**config.mk**
```make
export PLATFORM = sky130hd
export DESIGN_NAME = ped_signal
export DESIGN_NICKNAME = d
export VERILOG_FILES = /design/src/rtl/ped_signal.sv
export SDC_FILE = /design/constraint.sdc
export NUM_CORES = 1
export LEC_CHECK = 0
export ABC_CLOCK_PERIOD_IN_PS = 2420
export CORE_ASPECT_RATIO = 0.8
export CORE_MARGIN = 2
export CORE_UTILIZATION = 52
export CTS_CLUSTER_DIAMETER = 50
export DETAILED_ROUTE_END_ITERATION = 10
export PLACE_DENSITY = 0.78
export SETUP_SLACK_MARGIN = 0.5
export SYNTH_ARGS = -nofsm -noshare
export SYNTH_HDL_FRONTEND = slang
export SYNTH_SLANG_ARGS = --single-unit
```
**constraint.sdc**
```tcl
create_clock -name clk -period 2.42 [get_ports clk]
set_input_delay 0.363 -clock clk [delete_from_list [all_inputs] [get_ports clk]]
set_output_delay 0.363 -clock clk [all_outputs]
set_load 0.03 [all_outputs]
```
**src/rtl/ped_signal.sv**
```systemverilog
// ped_signal: pedestrian Walk/DontWalk controller that follows the lamps of
// a traffic_light instance. A request latched from ped_button is served on
// the next rising edge of Red. Overlapping lamps trap the block in a sticky
// FAULT state that only reset can leave.
//
// Optional feature: define PED_COUNTDOWN_EN to drive a walk-plus-flash
// countdown on 'remaining'. Without it, 'remaining' is tied to zero.
module ped_signal #(
  parameter int WALK_CYCLES  = 8,
  parameter int FLASH_CYCLES = 6,
  parameter int FLASH_HALF   = 1
) (
  input  logic       clk,
  input  logic       rstn,
  input  logic       Red,
  input  logic       Yellow,
  input  logic       Green,
  input  logic       ped_button,
  output logic       Walk,
  output logic       DontWalk,
  output logic       req_pending,
  output logic       fault,
  output logic [7:0] remaining
);

  typedef enum logic [2:0] {
    IDLE,
    WAIT_RED,
    WALK,
    FLASH,
    FAULT
  } state_t;

  localparam logic [6:0] WALK_LAST  = 7'(WALK_CYCLES - 1);
  localparam logic [6:0] FLASH_LAST = 7'(FLASH_CYCLES - 1);
  localparam logic [3:0] HALF_LAST  = 4'(FLASH_HALF - 1);

  state_t     state;
  state_t     state_n;
  logic       red_s;
  logic       yel_s;
  logic       grn_s;
  logic       red_d;
  logic       red_rise;
  logic       lamp_fault;
  logic [6:0] cnt;
  logic [6:0] cnt_n;
  logic [3:0] half_cnt;
  logic [3:0] half_n;
  logic       flash_dw_n;
  logic       pend_n;

  assign red_rise   = red_s & ~red_d;
  assign lamp_fault = (red_s & yel_s) | (red_s & grn_s) | (yel_s & grn_s);

  // Sample the lamps once per cycle and keep a delayed copy of Red for edge detection.
  always_ff @(posedge clk) begin
    if (!rstn) begin
      red_s <= 1'b0;
      yel_s <= 1'b0;
      grn_s <= 1'b0;
      red_d <= 1'b0;
    end else begin
      red_s <= Red;
      yel_s <= Yellow;
      grn_s <= Green;
      red_d <= red_s;
    end
  end

  // Next-state, phase counters, flash phase and request latch for the coming edge.
  always_comb begin
    state_n    = state;
    cnt_n      = cnt;
    half_n     = half_cnt;
    flash_dw_n = DontWalk;
    pend_n     = req_pending;

    if (ped_button && (state == IDLE || state == WAIT_RED || state == FLASH)) begin
      pend_n = 1'b1;
    end

    case (state)
      IDLE: begin
        if (ped_button) begin
          state_n = WAIT_RED;
        end
      end
      WAIT_RED: begin
        if (red_rise) begin
          state_n = WALK;
          pend_n  = 1'b0;
          cnt_n   = WALK_LAST;
        end
      end
      WALK: begin
        if (!red_s) begin
          state_n = pend_n ? WAIT_RED : IDLE;
        end else if (cnt == 7'd0) begin
          state_n    = FLASH;
          cnt_n      = FLASH_LAST;
          half_n     = 4'd0;
          flash_dw_n = 1'b1;
        end else begin
          cnt_n = cnt - 7'd1;
        end
      end
      FLASH: begin
        if (!red_s || cnt == 7'd0) begin
          state_n = pend_n ? WAIT_RED : IDLE;
        end else begin
          cnt_n = cnt - 7'd1;
          if (half_cnt == HALF_LAST) begin
            half_n     = 4'd0;
            flash_dw_n = ~DontWalk;
          end else begin
            half_n = half_cnt + 4'd1;
          end
        end
      end
      FAULT: begin
        // No crossing can be served from FAULT, so an old request is dropped.
        pend_n = 1'b0;
      end
      default: begin
        state_n = IDLE;
      end
    endcase

    if (lamp_fault) begin
      state_n = FAULT;
      pend_n  = 1'b0;
    end

    if (state_n != WALK && state_n != FLASH) begin
      cnt_n  = 7'd0;
      half_n = 4'd0;
    end
  end

  // State register with outputs registered from the next state so Walk follows the red rise by one edge.
  always_ff @(posedge clk) begin
    if (!rstn) begin
      state       <= IDLE;
      cnt         <= 7'd0;
      half_cnt    <= 4'd0;
      Walk        <= 1'b0;
      DontWalk    <= 1'b1;
      req_pending <= 1'b0;
      fault       <= 1'b0;
    end else begin
      state       <= state_n;
      cnt         <= cnt_n;
      half_cnt    <= half_n;
      Walk        <= (state_n == WALK);
      DontWalk    <= (state_n == FLASH) ? flash_dw_n : (state_n != WALK);
      req_pending <= pend_n;
      fault       <= (state_n == FAULT);
    end
  end

`ifdef PED_COUNTDOWN_EN
  localparam logic [7:0] REM_LOAD = 8'(WALK_CYCLES + FLASH_CYCLES - 1);

  // Countdown loads on entry to WALK and steps down through WALK and FLASH.
  always_ff @(posedge clk) begin
    if (!rstn) begin
      remaining <= 8'd0;
    end else if (state_n == WALK && state != WALK) begin
      remaining <= REM_LOAD;
    end else if (state_n == WALK || state_n == FLASH) begin
      remaining <= remaining - 8'd1;
    end else begin
      remaining <= 8'd0;
    end
  end
`else
  assign remaining = 8'd0;
`endif

endmodule

```
# After elaboration in Yosys (flattened, before gate mapping)
# Cells that the tools add are included.
# Widths: inputs -> output; s select.
[classes]
addsub = 2
multipliers = 0
div_mod_pow = 0
n_lt_le_gt_ge = 0
eq_ne = 18
shift = 0
mux = 27
bitwise = 9
n_reduce_logical = 16
[ops]
columns = ["operator", "n"]
rows = [
  ["$mux 7", 4],
  ["$pmux 7 s3", 1],
  ["$mux 3", 6],
  ["$mux 4", 4],
  ["$pmux 3 s5", 1],
  ["$eq 3x2->1 const B", 4],
  ["$ne 3x3->1 const B", 4],
  ["$ne 3x2->1 const B", 3],
  ["$mux 1", 8],
  ["$ne 2x2->1 const B", 4],
  ["$pmux 4 s2", 1],
  ["$reduce_and 4->1", 2],
  ["$logic_not 7->1", 1],
  ["$sub 7x1->7 const B", 1],
  ["$eq 3x3->1 const B", 2],
  ["$reduce_and 5->1", 1],
  ["$add 4x1->4 const B", 1],
  ["$and 1x1->1", 4],
  ["$logic_not 4->1", 1],
  ["$pmux 1 s2", 2],
  ["$reduce_or 2->1", 2],
  ["$eq 3x1->1 const B", 1],
  ["$logic_not 3->1", 1],
  ["$logic_or 1x1->1", 3],
  ["6 further kinds", 10],
]
[totals]
register_bits = 22
latchBits = 0
ramBits = 0
mem_bits_ro = 0
inputBits = 6
elab_cells = 83
mem_count = 0

# Depth between registers and ports, before layout
[depth]
depth_word = 12
mapped_depth = 7
depth_no_buf = 7

# Least setup slack after synthesis
# No wires, ideal clock.
[synth_timing]
path_type = "reg2reg"
startpoint = "register cnt[0]"
endpoint = "register DontWalk"
setup_time_ns = 0.059
t_arrival_ns = 1.682
path_slack_ns = 0.680
path_stages_with_launch = 8
synth_period_minus_slack_ns = 1.740
path_cell_list = "dfxtp_1 inv_1 ha_1 and2b_1 a2111oi_2 a31oi_1 a221oi_2 a31o_1"
[synth_between]
elab_chain_len = 8
[synth_lines]
columns = ["item", "line", "text"]
rows = [
  ["start, declared", "46", "logic [6:0] cnt;"],
  ["start signal, assigned", "153", "cnt <= cnt_n;"],
  ["$logic_not 7->1 *", "99, 109", ""],
  ["$mux 3 / $logic_or 1x1->1 (equally long branches)", "99, 109", ""],
  ["$mux 3, on equally long branches", "97, 109", ""],
  ["$pmux 3 s5", "83", "case (state)"],
  ["$mux 3", "130", "if (lamp_fault) begin"],
  ["$eq 3x2->1", "156", "DontWalk <= (state_n == FLASH) ? flash_dw_n : (state_n != WALK);"],
  ["$ne 3x3->1 (no line) / $ne 3x2->1 (equally long branches)", "n/a", ""],
  ["$reduce_and 5->1 (no line)", "n/a", ""],
  ["end signal, assigned", "156", ""],
  ["end, declared", "20", "output logic DontWalk,"],
]
# Every way passes the cells marked *; elsewhere a longest branch is shown, timed or not.
# A chain may end at the register's enable or synchronous reset.

# Final worst setup path
# Same ends and word-level chain as after synthesis.

==> impl_metrics.ini <==
[outcome]
status = finished clean

[die]
coreArea_um2 = 2120
ios = 18
start_util_pct = 53.9
die_x_um = 56.4
die_y_um = 45.9
die_area_um2 = 2590
rows = 15

[worst_hold_path]
min_from = half_cnt[3]
hp-class = reg2reg
min_delay_path_depth = 1

[synth]
synth.top_cell.area_share_pct = 38.6
synth_area_leaders = dfxtp_1 39%, buf_4 5.3%, ha_1 4.4%
synth_edf_count = 0
synth_top_cell_by_area = dfxtp_1
synth_seq_cells = 22
synth_cells = 127
seq_area_frac_synth_pct = 38.6
yosys_most_used_dff = dfxtp_1
syn_avg_cell_area_um2 = 8.99
synthArstFlopShare_pct = 0
yosysWarnings = 0
netlist-cell-type-count = 45
syn_area_um2 = 1140

[finish]
largest_register_ffs = 7
top_register = cnt
n_antenna_cell = 0
area_growth_pct = 19.8
drive_above_1_share_pct = 20.5
largest_registers = cnt (7), half_cnt (4), state (3)
final_nets = 157

[clocking]
cts_buffers = 3
clock_latency_ps = 310
cts_root_buf = clkbuf_4
clkTransAtPathRegs_ps = 120
cts_max_path_buffers = 2
clkSinkCount = 22
tritoncts = built
htree_levels = 1

[timing]
finalClockSkew_ps = 7.65
rsz0062_at_grt = yes
fin_crit_ps = 1890
setup_viol = 0
hold_viol = 0
drv_slew = 0
finalCritPeriodShare_pct = 78.1
timing.fmax_ghz = 0.529
hold_ws_ps = 516
final.setup.tns_ps = 0

[placement]
portBuffers = 9
place_congestion = 0.827
place_hpwl_um = 1510

[detailed_routing]
wl_um = 2310
drt-initial-drc-count = 35
first_pass_iters = 4
post-route-drc-count = 0
drtAntennaViolNets = 0
vias = 946
post_drt_wl_per_cell_um = 13.5
vias_per_cell = 5.53

[pwr]
powerDensity_nw_per_um2 = 514
power_uw = 703
leakage_nw = 0.560
ir_worst_vdd_uv = 361

[setup_path]
critical_path.max_fanout = 5
critPathMaxStageDelay_ps = 420
crit_chain = inv_4 > ha_4 > and2b_2 > a2111oi_4 > a31oi_1 > a221oi_2 > a31o_1
cp.arrival_ps = 2160
critPathSlowestCell = a2111oi_4
r2r_start = cnt[0]
cp-startpoint = cnt[0]
rr_worst_depth = 7
end_kind = flop
path_buf_inv = 1
worst-path-stages = 7
startpoint_type = flop
cpLargestDelayFamily = compound AO/OA/AOI/OAI gates
cp.required_ps = 2680
path_class = reg2reg

[global_route]
grt_pass1_wl_um = 3550
grt_util_all_layers_pct = 18.0
antenna_found_initial = 0
gr-total-overflow = 0
grt_pass1_vias = 830
grt_max_degree = 14

[run]
maxCapViolCount = 0
cells by family (layout without fill, tap and decap cells):
kind of cell / count (synthesis) / in the layout / synth area share (%)
and+or+nand+nor: 47 / 47 / 23.5
AOI/OAI and AO/OA: 27 / 27 / 18.8
DFF: 22 / 22 / 38.6
buffers and inverters: 20 / 32 / 9.53
adders and majority gates: 5 / 5 / 5.26
xor gates and xnor gates: 4 / 4 / 3.07
other: 1 / 8 / 0.328
muxes: 1 / 1 / 0.876
Yosys cell counts (all sizes together) (2+ instances only):
master and count:
dfxtp 22, a311oi 2, nor2 12, nand4 4, xor2 2, o21ai 4, nor3 5, a21oi 3
xnor2 2, and2 7, nand2 6, buf 11, a41oi 2, inv 8, nand3 2, a31o 2
o211a 2, nor2b 4, nor3b 2, ha 4, o211ai 2
cells in the final DEF, fill, tap and decap left out, drive strengths merged, types with 3 or more instances in the layout:
cell type / instances
inv: 8
a21oi: 3
nand2: 6
nand4: 4
dfxtp: 22
o21ai: 4
conb: 8
ha: 4
nor2: 12
clkdlybuf4s50: 9
clkbuf: 4
nor2b: 4
nor3: 5
and2: 7
buf: 11
report_power, final:
group	switching (mW)	internal [mW]	total, mW
sequential	0.0124	0.374	0.386
combinational	0.0680	0.0494	0.117
clock	0.108	0.0919	0.200
per-stage QoR:
stage / cell area [µm²] / util, % / setup slack, ps / std cells
after floorplan: 1170 / - / 680 / 134
after global placement: 1230 / 58.2 / 506 / 159
after detailed placement: 1230 / 58.2 / 436 / 159
after CTS: 1280 / 60.5 / 507 / 163
after global routing: 1370 / 64.5 / 413 / 171
final: 1370 / 64.5 / 529 / 171
worst paths after layout:
| path | end | slack, ps |
|---|---|---|
| hold reg to reg | half_cnt[3] | 520 |
| hold / removal | half_cnt[3] | 520 |
| setup reg to reg | DontWalk | 530 |
| setup / recovery | DontWalk | 530 |
routing by layer:
metal / track usage [%] / part of all wire [%] / vias to the layer above / wire length [µm]
li1: - / - / 469 / -
met4: 4.29 / 1.3 / 0 / 29
met5: 0 / 0 / - / 0
met3: 5.97 / 3.2 / 4 / 74
met2: 31.5 / 52 / 19 / 1190
met1: 22.0 / 44 / 454 / 1010
final cells by class:
cell class / count / area, µm²
inverters: 8 / 32.5
multi-input cells: 92 / 653
flip-flops and latches: 22 / 443
clock buffers: 4 / 36.3
well taps: 25 / 31.3
repair buffers: 20 / 173
fillers: 182 / 752
repair_timing:
item | in CTS | in global routing
setup buffers | 0 | 8
pin swaps | 0 | 5
setup endpoints to repair | 4 | 13
hold buffers | 0 | 0
gates resized for setup | 1 | 9
Note: power is estimated with default switching activity, not from simulation.
